### config.mk
export PLATFORM = sky130hd
export DESIGN_NAME = mimo_symbol_encoder
export DESIGN_NICKNAME = d
export VERILOG_FILES = /design/src/rtl/mimo_symbol_encoder_pkg.sv /design/src/rtl/mimo_symbol_encoder_pam4_scale.sv /design/src/rtl/mimo_symbol_encoder.sv
export SDC_FILE = /design/constraint.sdc
export NUM_CORES = 1
export LEC_CHECK = 0
export ABC_CLOCK_PERIOD_IN_PS = 23000
export BUFFER_PORTS_ARGS = -buffer_cell sky130_fd_sc_hd__buf_2
export CAP_MARGIN = 20
export CORE_ASPECT_RATIO = 1.2
export CORE_MARGIN = 3
export CORE_UTILIZATION = 60
export CTS_CLUSTER_SIZE = 8
export DETAILED_ROUTE_END_ITERATION = 6
export PLACE_DENSITY = 0.92
export SYNTH_ARGS = -nofsm -noshare
export SYNTH_HDL_FRONTEND = slang
export SYNTH_SLANG_ARGS = --single-unit
### constraint.sdc
create_clock -name clk -period 23 [get_ports clk]
set_input_delay 4.6 -clock clk [delete_from_list [all_inputs] [get_ports clk]]
set_output_delay 4.6 -clock clk [all_outputs]
set_load 0.005 [all_outputs]
### src/rtl/mimo_symbol_encoder_pkg.sv
// Shared definitions for the MIMO symbol encoder.
//   - default geometry (M layers, WL-bit signed words)
//   - 2-bit 4-PAM symbol codes: 00->-3, 01->-1, 10->+1, 11->+3
//   - FSM state encoding
//   - saturation helper used to clamp the wide row sum back to WL bits
package mimo_symbol_encoder_pkg;

  localparam int M_DEFAULT  = 4;
  localparam int WL_DEFAULT = 15;

  localparam logic [1:0] SYM_M3 = 2'b00;
  localparam logic [1:0] SYM_M1 = 2'b01;
  localparam logic [1:0] SYM_P1 = 2'b10;
  localparam logic [1:0] SYM_P3 = 2'b11;

  typedef enum logic [1:0] {
    ST_IDLE = 2'd0,
    ST_CALC = 2'd1,
    ST_EMIT = 2'd2
  } state_t;

  // Clamp a sign-extended value into the signed range of a wl-bit word.
  // The caller truncates the result to wl bits.
  function automatic logic signed [63:0] sat_signed(input logic signed [63:0] v,
                                                     input int wl);
    logic signed [63:0] hi;
    logic signed [63:0] lo;
    hi = (64'sd1 <<< (wl - 1)) - 64'sd1;
    lo = -(64'sd1 <<< (wl - 1));
    if (v > hi)      return hi;
    else if (v < lo) return lo;
    else             return v;
  endfunction

endpackage

### src/rtl/mimo_symbol_encoder_pam4_scale.sv
// pam4_scale: multiplies one signed R word by a 4-PAM symbol (+-1 / +-3)
// using only shift, add and negate.
// Ports:
//   code  in  2       symbol code (see package)
//   r     in  WL      signed R entry
//   p     out WL+2    signed product R*s (wide enough for -3 * min(R))
module pam4_scale
  import mimo_symbol_encoder_pkg::*;
#(
  parameter int WL = WL_DEFAULT
) (
  input  logic        [1:0]  code,
  input  logic signed [WL-1:0] r,
  output logic signed [WL+1:0] p
);

  logic signed [WL+1:0] r_ext;
  logic signed [WL+1:0] r_x3;

  assign r_ext = {{2{r[WL-1]}}, r};
  assign r_x3  = (r_ext <<< 1) + r_ext;

  always_comb begin
    // NOTE: every combinational output gets a default before the case so no
    // path can leave it unassigned and infer a latch.
    p = '0;
    unique case (code)
      SYM_M3: p = -r_x3;
      SYM_M1: p = -r_ext;
      SYM_P1: p = r_ext;
      SYM_P3: p = r_x3;
      default: p = '0;
    endcase
  end

endmodule

### src/rtl/mimo_symbol_encoder.sv
// mimo_symbol_encoder: maps a vector of M 4-PAM symbols through an
// upper-triangular R matrix and streams the rows bottom-up (layer M-1 first,
// layer 0 last) as noiseless received samples for a detector stage.
// Ports:
//   clk, rst        clock, asynchronous active-high reset
//   in_valid/ready  input handshake; in_ready is high only when idle
//   in_bits         2-bit code per layer, layer j at [2j+1:2j]
//   in_r            R entry (i,j) at word i*M+j; entries below diagonal ignored
//   out_valid/ready row output handshake
//   out_y           saturated sum_{j>=i} R(i,j)*s(j) for row i
//   out_rarr        row i entries at word j (j>=i), zero for j<i
//   out_layer       row index i, out_last high for row 0
//   out_bits        copy of the accepted in_bits, held for the whole vector
// Optional feature: define MIMO_ENC_NOISE_EN to add small LFSR noise (-4..+3)
// to each row sum before saturation.
module mimo_symbol_encoder
  import mimo_symbol_encoder_pkg::*;
#(
  parameter  int M  = M_DEFAULT,
  parameter  int WL = WL_DEFAULT,
  localparam int LW = (M > 1) ? $clog2(M) : 1,
  localparam int SW = WL + 2 + $clog2(M)
) (
  input  logic                  clk,
  input  logic                  rst,
  input  logic                  in_valid,
  output logic                  in_ready,
  input  logic [2*M-1:0]        in_bits,
  input  logic [M*M*WL-1:0]     in_r,
  output logic                  out_valid,
  input  logic                  out_ready,
  output logic signed [WL-1:0]  out_y,
  output logic [M*WL-1:0]       out_rarr,
  output logic [LW-1:0]         out_layer,
  output logic                  out_last,
  output logic [2*M-1:0]        out_bits
);

  state_t              state;
  state_t              state_n;
  logic [LW-1:0]       row;
  logic [2*M-1:0]      bits_q;
  logic [M*M*WL-1:0]   r_q;
  logic                capture;
  logic [M*WL-1:0]     row_words;
  logic signed [WL+1:0] term [M];
  logic signed [SW-1:0] sum;
  logic signed [SW-1:0] sum_n;
  logic signed [WL-1:0] y_n;
  logic [M*WL-1:0]     rarr_n;

  assign capture   = (state == ST_IDLE) && in_valid;
  assign in_ready  = (state == ST_IDLE);
  assign out_valid = (state == ST_EMIT);
  assign out_bits  = bits_q;

  // The whole R row for the current layer; lower-triangle words are masked below.
  assign row_words = r_q[int'(row)*M*WL +: M*WL];

  for (genvar j = 0; j < M; j++) begin : g_scale
    pam4_scale #(.WL(WL)) u_scale (
      .code (bits_q[2*j +: 2]),
      .r    (row_words[j*WL +: WL]),
      .p    (term[j])
    );
  end

  always_comb begin
    sum    = '0;
    rarr_n = '0;
    for (int j = 0; j < M; j++) begin
      if (j >= int'(row)) begin
        sum = sum + SW'(term[j]);
        rarr_n[j*WL +: WL] = row_words[j*WL +: WL];
      end
    end
  end

`ifdef MIMO_ENC_NOISE_EN
  logic [15:0] lfsr;

  always_ff @(posedge clk or posedge rst) begin
    if (rst) begin
      lfsr <= 16'hACE1;
    end else if (state == ST_CALC) begin
      // Fibonacci form, taps 16,14,13,11.
      lfsr <= {lfsr[14:0], lfsr[15] ^ lfsr[13] ^ lfsr[12] ^ lfsr[10]};
    end
  end

  assign sum_n = sum + SW'($signed(lfsr[2:0]));
`else
  assign sum_n = sum;
`endif

  assign y_n = WL'(sat_signed(64'(sum_n), WL));

  always_comb begin
    state_n = state;
    unique case (state)
      ST_IDLE: if (in_valid)  state_n = ST_CALC;
      ST_CALC:                state_n = ST_EMIT;
      ST_EMIT: if (out_ready) state_n = (row == '0) ? ST_IDLE : ST_CALC;
      default:                state_n = ST_IDLE;
    endcase
  end

  always_ff @(posedge clk or posedge rst) begin
    if (rst) begin
      // NOTE: non-blocking assignments so every register samples pre-edge
      // values regardless of statement order.
      state     <= ST_IDLE;
      row       <= '0;
      bits_q    <= '0;
      out_y     <= '0;
      out_rarr  <= '0;
      out_layer <= '0;
      out_last  <= 1'b0;
    end else begin
      state <= state_n;
      if (capture) begin
        bits_q <= in_bits;
        row    <= LW'(M - 1);
      end
      if (state == ST_CALC) begin
        out_y     <= y_n;
        out_rarr  <= rarr_n;
        out_layer <= row;
        out_last  <= (row == '0);
      end
      if ((state == ST_EMIT) && out_ready && (row != '0)) begin
        row <= row - LW'(1);
      end
    end
  end

  // NOTE: the R capture register has no reset; it is only read after a
  // capture has loaded it, and the FSM reset alone discards an in-flight vector.
  always_ff @(posedge clk) begin
    if (capture) begin
      r_q <= in_r;
    end
  end

endmodule

==> results of run 1 <==
[final timing paths]
| check | startpoint | end | slack [ps] | cells after the start |
|---|---|---|---|---|
| worst min register to register | out_last$_DFFE_PP0N_ | out_last$_DFFE_PP0N_ | 470 | 1 |
| worst max register to register | row[1]$_DFFE_PP0P_ | out_y[13]$_DFFE_PP0N_ | 12330 | 41 |
| worst max-delay path | row[1]$_DFFE_PP0P_ | out_y[13]$_DFFE_PP0N_ | 12330 | 41 |
| min in group asynchronous | rst | out_last$_DFFE_PP0N_ | 4090 | 2 |
| max in group asynchronous | rst | row[0]$_DFFE_PP0P_ | 17680 | 3 |
| worst min-delay path | out_last$_DFFE_PP0N_ | out_last$_DFFE_PP0N_ | 470 | 1 |
[final cells by class]
class                   instances  share of cell area (%)
inverters                     117                   1.739
clock buffers                  85                   5.399
repair buffers                355                   7.168
well taps                     462                   2.276
flip-flops and latches        330                   37.27
clock inverters                 2                 0.09853
multi-input cells            1373                   46.05
[placed cells by master, fill, tap and decap left out, types with 17 or more instances in the layout]
cell type	synthesis	layout
a21o_1	30	30
a21oi_1	95	95
a22o_1	47	47
buf_2	2	339
clkbuf_1	50	35
clkbuf_16	0	49
dfrtp_1	90	88
edfxtp_1	240	240
ha_1	168	168
inv_1	114	113
mux2_2	21	21
mux2i_1	17	17
mux4_2	99	99
nand2_1	121	121
nand2b_1	22	21
nand3_1	29	29
nand4_1	19	19
nor2_1	101	101
nor3_1	40	40
o21ai_0	100	100
xnor2_1	142	142
xor2_1	43	43
[registers in the layout, indices dropped and copies added, names as in the netlist]
| signal | count |
|---|---|
| out_bits | 8 |
| out_layer | 2 |
| r_q | 240 |
| out_y | 15 |
| state | 2 |
| row | 2 |
| out_rarr | 60 |
| out_last | 1 |
[cell families (layout without fill, tap and decap cells)]
family	after synthesis	in the layout	share of synthesized area, %
AO/OA/AOI/OAI	432	432	13.51
XOR/XNOR	187	187	7.598
adder cells (fa/ha/maj)	175	175	10.26
buffers and inverters	185	559	3.241
flip-flops	330	330	43.29
multiplexers	138	138	12.13
AND/OR/NAND/NOR	441	441	9.969
[per-layer routing]
| metal | track usage (%) | vias to the layer above | routed length (microns) |
|---|---|---|---|
| met2 | 53.50 | 907 | 31100 |
| li1 | - | 7769 | - |
| met3 | 5.446 | 272 | 4429 |
| met4 | 14.97 | 2 | 3284 |
| met1 | 36.00 | 8367 | 21940 |
| met5 | 0 | - | 14 |
[stage by stage]
step | setup WS (ps) | util (%) | hold WS [ps]
CTS | 12410 | 71.57 | 477.9
global route | 11620 | 71.60 | 499.0
global placement | 12470 | 67.59 | 461.2
floorplan | 10460 | - | 473.3
detailed placement | 12550 | 67.63 | 465.6
finish | 12330 | 71.60 | 470.3
==> results.ini, run 1 <==
[route]
postRouteAntennaNets = 0
vias = 17320
routed_wl_microns = 60760
routed_via_density = 6.357
drtIter0Drc = 1846
wl_per_cell_microns = 22.31
drc = 0
drt-pass1-iter-count = 7

[setup_path]
cp_slowest_cell = dfrtp_4
cp.arrival_ps = 11050
crit_required_ps = 23380
critPathLaunchType = flop
end_kind = flop
critPathMaxFanout = 41
path_class = reg -> reg
path_buf_inv = 3
slowest_delay_ps = 750
crit_family = compound AO/OA/AOI/OAI gates

[sta]
slew_headroom_pct = 25.08
tns_ps = 0
hold_viol_final = 0
period_minus_slack_ps = 10670
fin_skew_ps = 22.82
rsz0062_at_grt = no
max_slew.worst_pin.slew_ps = 1120
finalCritPeriodShare_pct = 46.39
setup_viol = 0
max_freq_mhz = 93.72
drv_slew = 0

[yosys]
ys_warn_count = 0
synth_edf_count = 240
synth_nets = 2315
synth_top_area_share_pct = 32.98
seq_area_frac_synth_pct = 43.29
syn_inst = 1888
synth_common_cells = edfxtp_1, ha_1, xnor2_1
synth_cell_type_count = 82
netlist.top_cell.by_area = edfxtp_1
yosys-top-cells-area = edfxtp_1, dfrtp_1, mux4_2
yosysMostFrequentCell = edfxtp_1
synth.avg_cell_area_sq_um = 11.57
synthArstFlopShare_pct = 27.27
syn_area_sq_um = 21850
ys_ff_latch = 330
synthFlopType = edfxtp_1

[floorplan]
die_h_microns = 215.1
core-area_sq_um = 35470
ios = 340
die_w_microns = 180.2
start_util_pct = 61.60
dieArea_sq_um = 38760
num_rows = 75

[worst_hold_path]
hp-class = reg -> reg

[cts]
htree_num_levels = 2
ctsResizeCount = 0
cts-hold-fix-buffers = 0
clkTransAtPathRegs_ps = 60
clock-root-buffer = clkbuf_16
clk_latency_ps = 570
cts_sinks = 330
cts_tree = built
clk_path_buf_depth = 3
post_cts_buffers = 0
numCtsBuffers = 47

[finish]
drive_gt1_share_pct = 25.33
multi_input_area_sq_um = 11700
fillers = 2298
stdcell_area_sq_um = 25400
antenna_cells = 0
seq_area_sq_um = 9467
syn_to_final_growth_pct = 16.23
nets = 2651
layoutNonFillerInstCount = 2724

[placement]
port_buffers = 339
gp_congestion = 0.9801
dp_hpwl_microns = 43710
place_area_sq_um = 23990
dp_cells = 2636

[grt]
antenna_found_initial = 1
grt_pass1_vias = 17950
grt_max_degree = 94
overflow = 0
track_usage_pct = 30.41
grt_pass1_wl_microns = 94850

[flow_run]
cap_violations = 0

[status]
status = finished, final reports clean

Power of run 1 is not shown: default switching activity piles up to over one toggle a cycle in this logic, so the estimate is an artifact.
==> inputs of run 2 (changes only) <==
ABC_CLOCK_PERIOD_IN_PS = 8650   (was 23000)
CORE_UTILIZATION = 53   (was 60)
PLACE_DENSITY = 0.86   (was 0.92)
clock period = 8.65 ns   (was 23 ns; I/O delays follow)
==> run 2 against run 1 <==
  * The flow now finishes with violations (negative setup slack)
  * Wire length shrank 3.1%
  * Global-route usage shrank 4.0 points
  * Cell area grew 5.3%
  * Worst hold slack gained 2.7 ps
  * Die area grew 13%
  * Sequential cell count is the same
==> results.ini, run 2 (synthesized netlist as in run 1, its figures left out) <==
[sta]
finalCritPeriodShare_pct = 105.5  ; +59 points
setup_slack_ps = -472.2  ; -12800 ps
rsz0062_at_grt = yes
setup_viol = 14  ; +14
slew_headroom_pct = 29.05  ; +4.0 points
drv_slew = 0  ; unchanged
max_freq_mhz = 109.6  ; +17%
hold_viol_final = 0  ; unchanged
fin_skew_ps = 21.37  ; -1.444 ps
period_minus_slack_ps = 9122  ; -1548 ps
tns_ps = -5444  ; -5444 ps
max_slew.worst_pin.slew_ps = 1064  ; -55.31 ps

[placement]
port_buffers = 339  ; unchanged
gp_congestion = 0.9606  ; -2.0%
dp_hpwl_microns = 43740  ; about the same
placement.setup.worst_slack_ps = -66.38  ; -12610 ps

[cts]
clk_latency_ps = 570  ; about the same
clock-root-buffer = clkbuf_16
htree_num_levels = 2  ; unchanged
clk_path_buf_depth = 3  ; unchanged
clkTransAtPathRegs_ps = 60  ; about the same
numCtsBuffers = 47  ; unchanged
cts_sinks = 330  ; unchanged
cts_tree = built
cts-hold-fix-buffers = 0  ; unchanged

[setup_path]
cp_slowest_cell = mux4_2
path_class = reg -> reg
critPathMaxFanout = 7  ; -83%
path_common_cell = ha_4
end_kind = flop
crit_required_ps = 9050  ; -14330 ps
critPathLaunchType = flop
slowest_delay_ps = 570  ; -180 ps
cp.arrival_ps = 9520  ; -1530 ps
r2r_cells = 41  ; unchanged

[finish]
drive_gt1_share_pct = 31.37  ; +6.0 points
fin_util_pct = 66.46  ; -5.1 points
syn_to_final_growth_pct = 22.37
nets = 2731  ; +3.0%
layout_common_cells = buf_2, edfxtp_1, ha_1, xnor2_1, nand2_1
top_register = r_q
reg_top3 = r_q (240), out_rarr (60), out_y (15)
largest_register_ff_count = 240  ; unchanged
multi_input_area_sq_um = 12210  ; +4.4%
fillers = 2960  ; +29%
seq_area_sq_um = 9467  ; unchanged
final_common_cell = buf_2

[worst_hold_path]
whs_path_depth = 2  ; +1
hp-class = reg -> reg

[grt]
antenna_found_initial = 4  ; +3
track_usage_pct = 26.37  ; -4.0 points
met3_usage_pct = 4.909  ; -0.54 points
grt_pass1_vias = 17700  ; -1.4%
grt_max_degree = 85  ; -9.6%
met1_usage_pct = 33.00  ; -3.0 points
busiest_layer = met2
grt_util_met2_pct = 45.86  ; -7.6 points
grt_pass1_wl_microns = 92230  ; -2.8%
overflow = 0  ; unchanged

[route]
vias = 17130  ; -1.1%
drtIter0Drc = 1077  ; -42%
drt-pass1-iter-count = 6  ; -1
drc = 0  ; unchanged
postRouteAntennaNets = 0  ; unchanged
routed_via_density = 5.949  ; -6.4%
routed_wl_microns = 58870  ; -3.1%
wl_per_cell_microns = 20.45  ; -8.3%

[floorplan]
start_util_pct = 54.31  ; -7.3 points
dieArea_sq_um = 43710  ; +13%
ios = 340  ; unchanged
core-area_sq_um = 40240  ; +13%
die_w_microns = 191.4  ; +6.2%
num_rows = 80  ; +6.7%
die_h_microns = 228.4  ; +6.2%

[flow_run]
cap_violations = 0  ; unchanged

[status]
failed_checks = negative setup slack
status = complete, but fails checks

-- run 2: changes by cell type in the layout (fill, tap and decap cells not counted), sizes merged --
cell and delta:
buf +79, bufbuf +1, bufinv +1, diode +3
-- run 2: metal layers --
metal / vias to the layer above / share of wire, %
met5: - / 0.034
li1: 7949 / -
met2: 661 / 51
met3: 144 / 6.7
met4: 2 / 3.3
met1: 8371 / 39
-- run 2: worst paths after layout --
path | startpoint | end | slack, ps
min in group asynchronous | rst | state[1]$_DFFE_PP0P_ | 1230
worst max register to register | row[0]$_DFFE_PP0P_ | out_y[6]$_DFFE_PP0N_ | -470
worst min-delay path | out_rarr[58]$_DFFE_PP0N_ | out_rarr[58]$_DFFE_PP0N_ | 470
worst min register to register | out_rarr[58]$_DFFE_PP0N_ | out_rarr[58]$_DFFE_PP0N_ | 470
worst max-delay path | row[0]$_DFFE_PP0P_ | out_y[6]$_DFFE_PP0N_ | -470
max in group asynchronous | rst | row[0]$_DFFE_PP0P_ | 6200
-- run 2: timing repair --
action | 4_1_cts | 5_1_grt
endpoints found under the setup margin | 11 | 15
cloned | 2 | 0
resized for setup | 18 | 64
pin swaps | 5 | 28
setup buffers | 14 | 11
-- run 2: cell type report --
class                           count  area share [%]
Antenna cell                        3         0.02807
Clock inverter                      3          0.2059
Timing Repair Buffer              435           9.517
Inverter                          117           1.652
Sequential cell                   330           35.40
Multi-Input combinational cell   1373           45.65
Clock buffer                       85           5.049
Tap cell                          533           2.494
-- run 2: metrics by stage --
step           cells  hold slack, ps  cell area [sq um]
2_1_floorplan   1888           473.3              22090
3_3_place_gp    2760           458.3              24640
3_5_place_dp    2760           467.7              24640
4_1_cts         2864           480.0              26300
5_1_grt         2878           498.2              26740
6_report        2879           473.0              26740
-- run 2: worst max-delay path: cells and delay by family, from the launching register on --
family	cells	cell delay (ps)
AOI/OAI and AO/OA	16	3380
adders and majority gates	5	1150
DFF	1	460
and+or+nand+nor	9	1460
muxes	4	1590
buffers and inverters	3	440
xor gates and xnor gates	4	420
Power of run 2 is left out for the same reason.
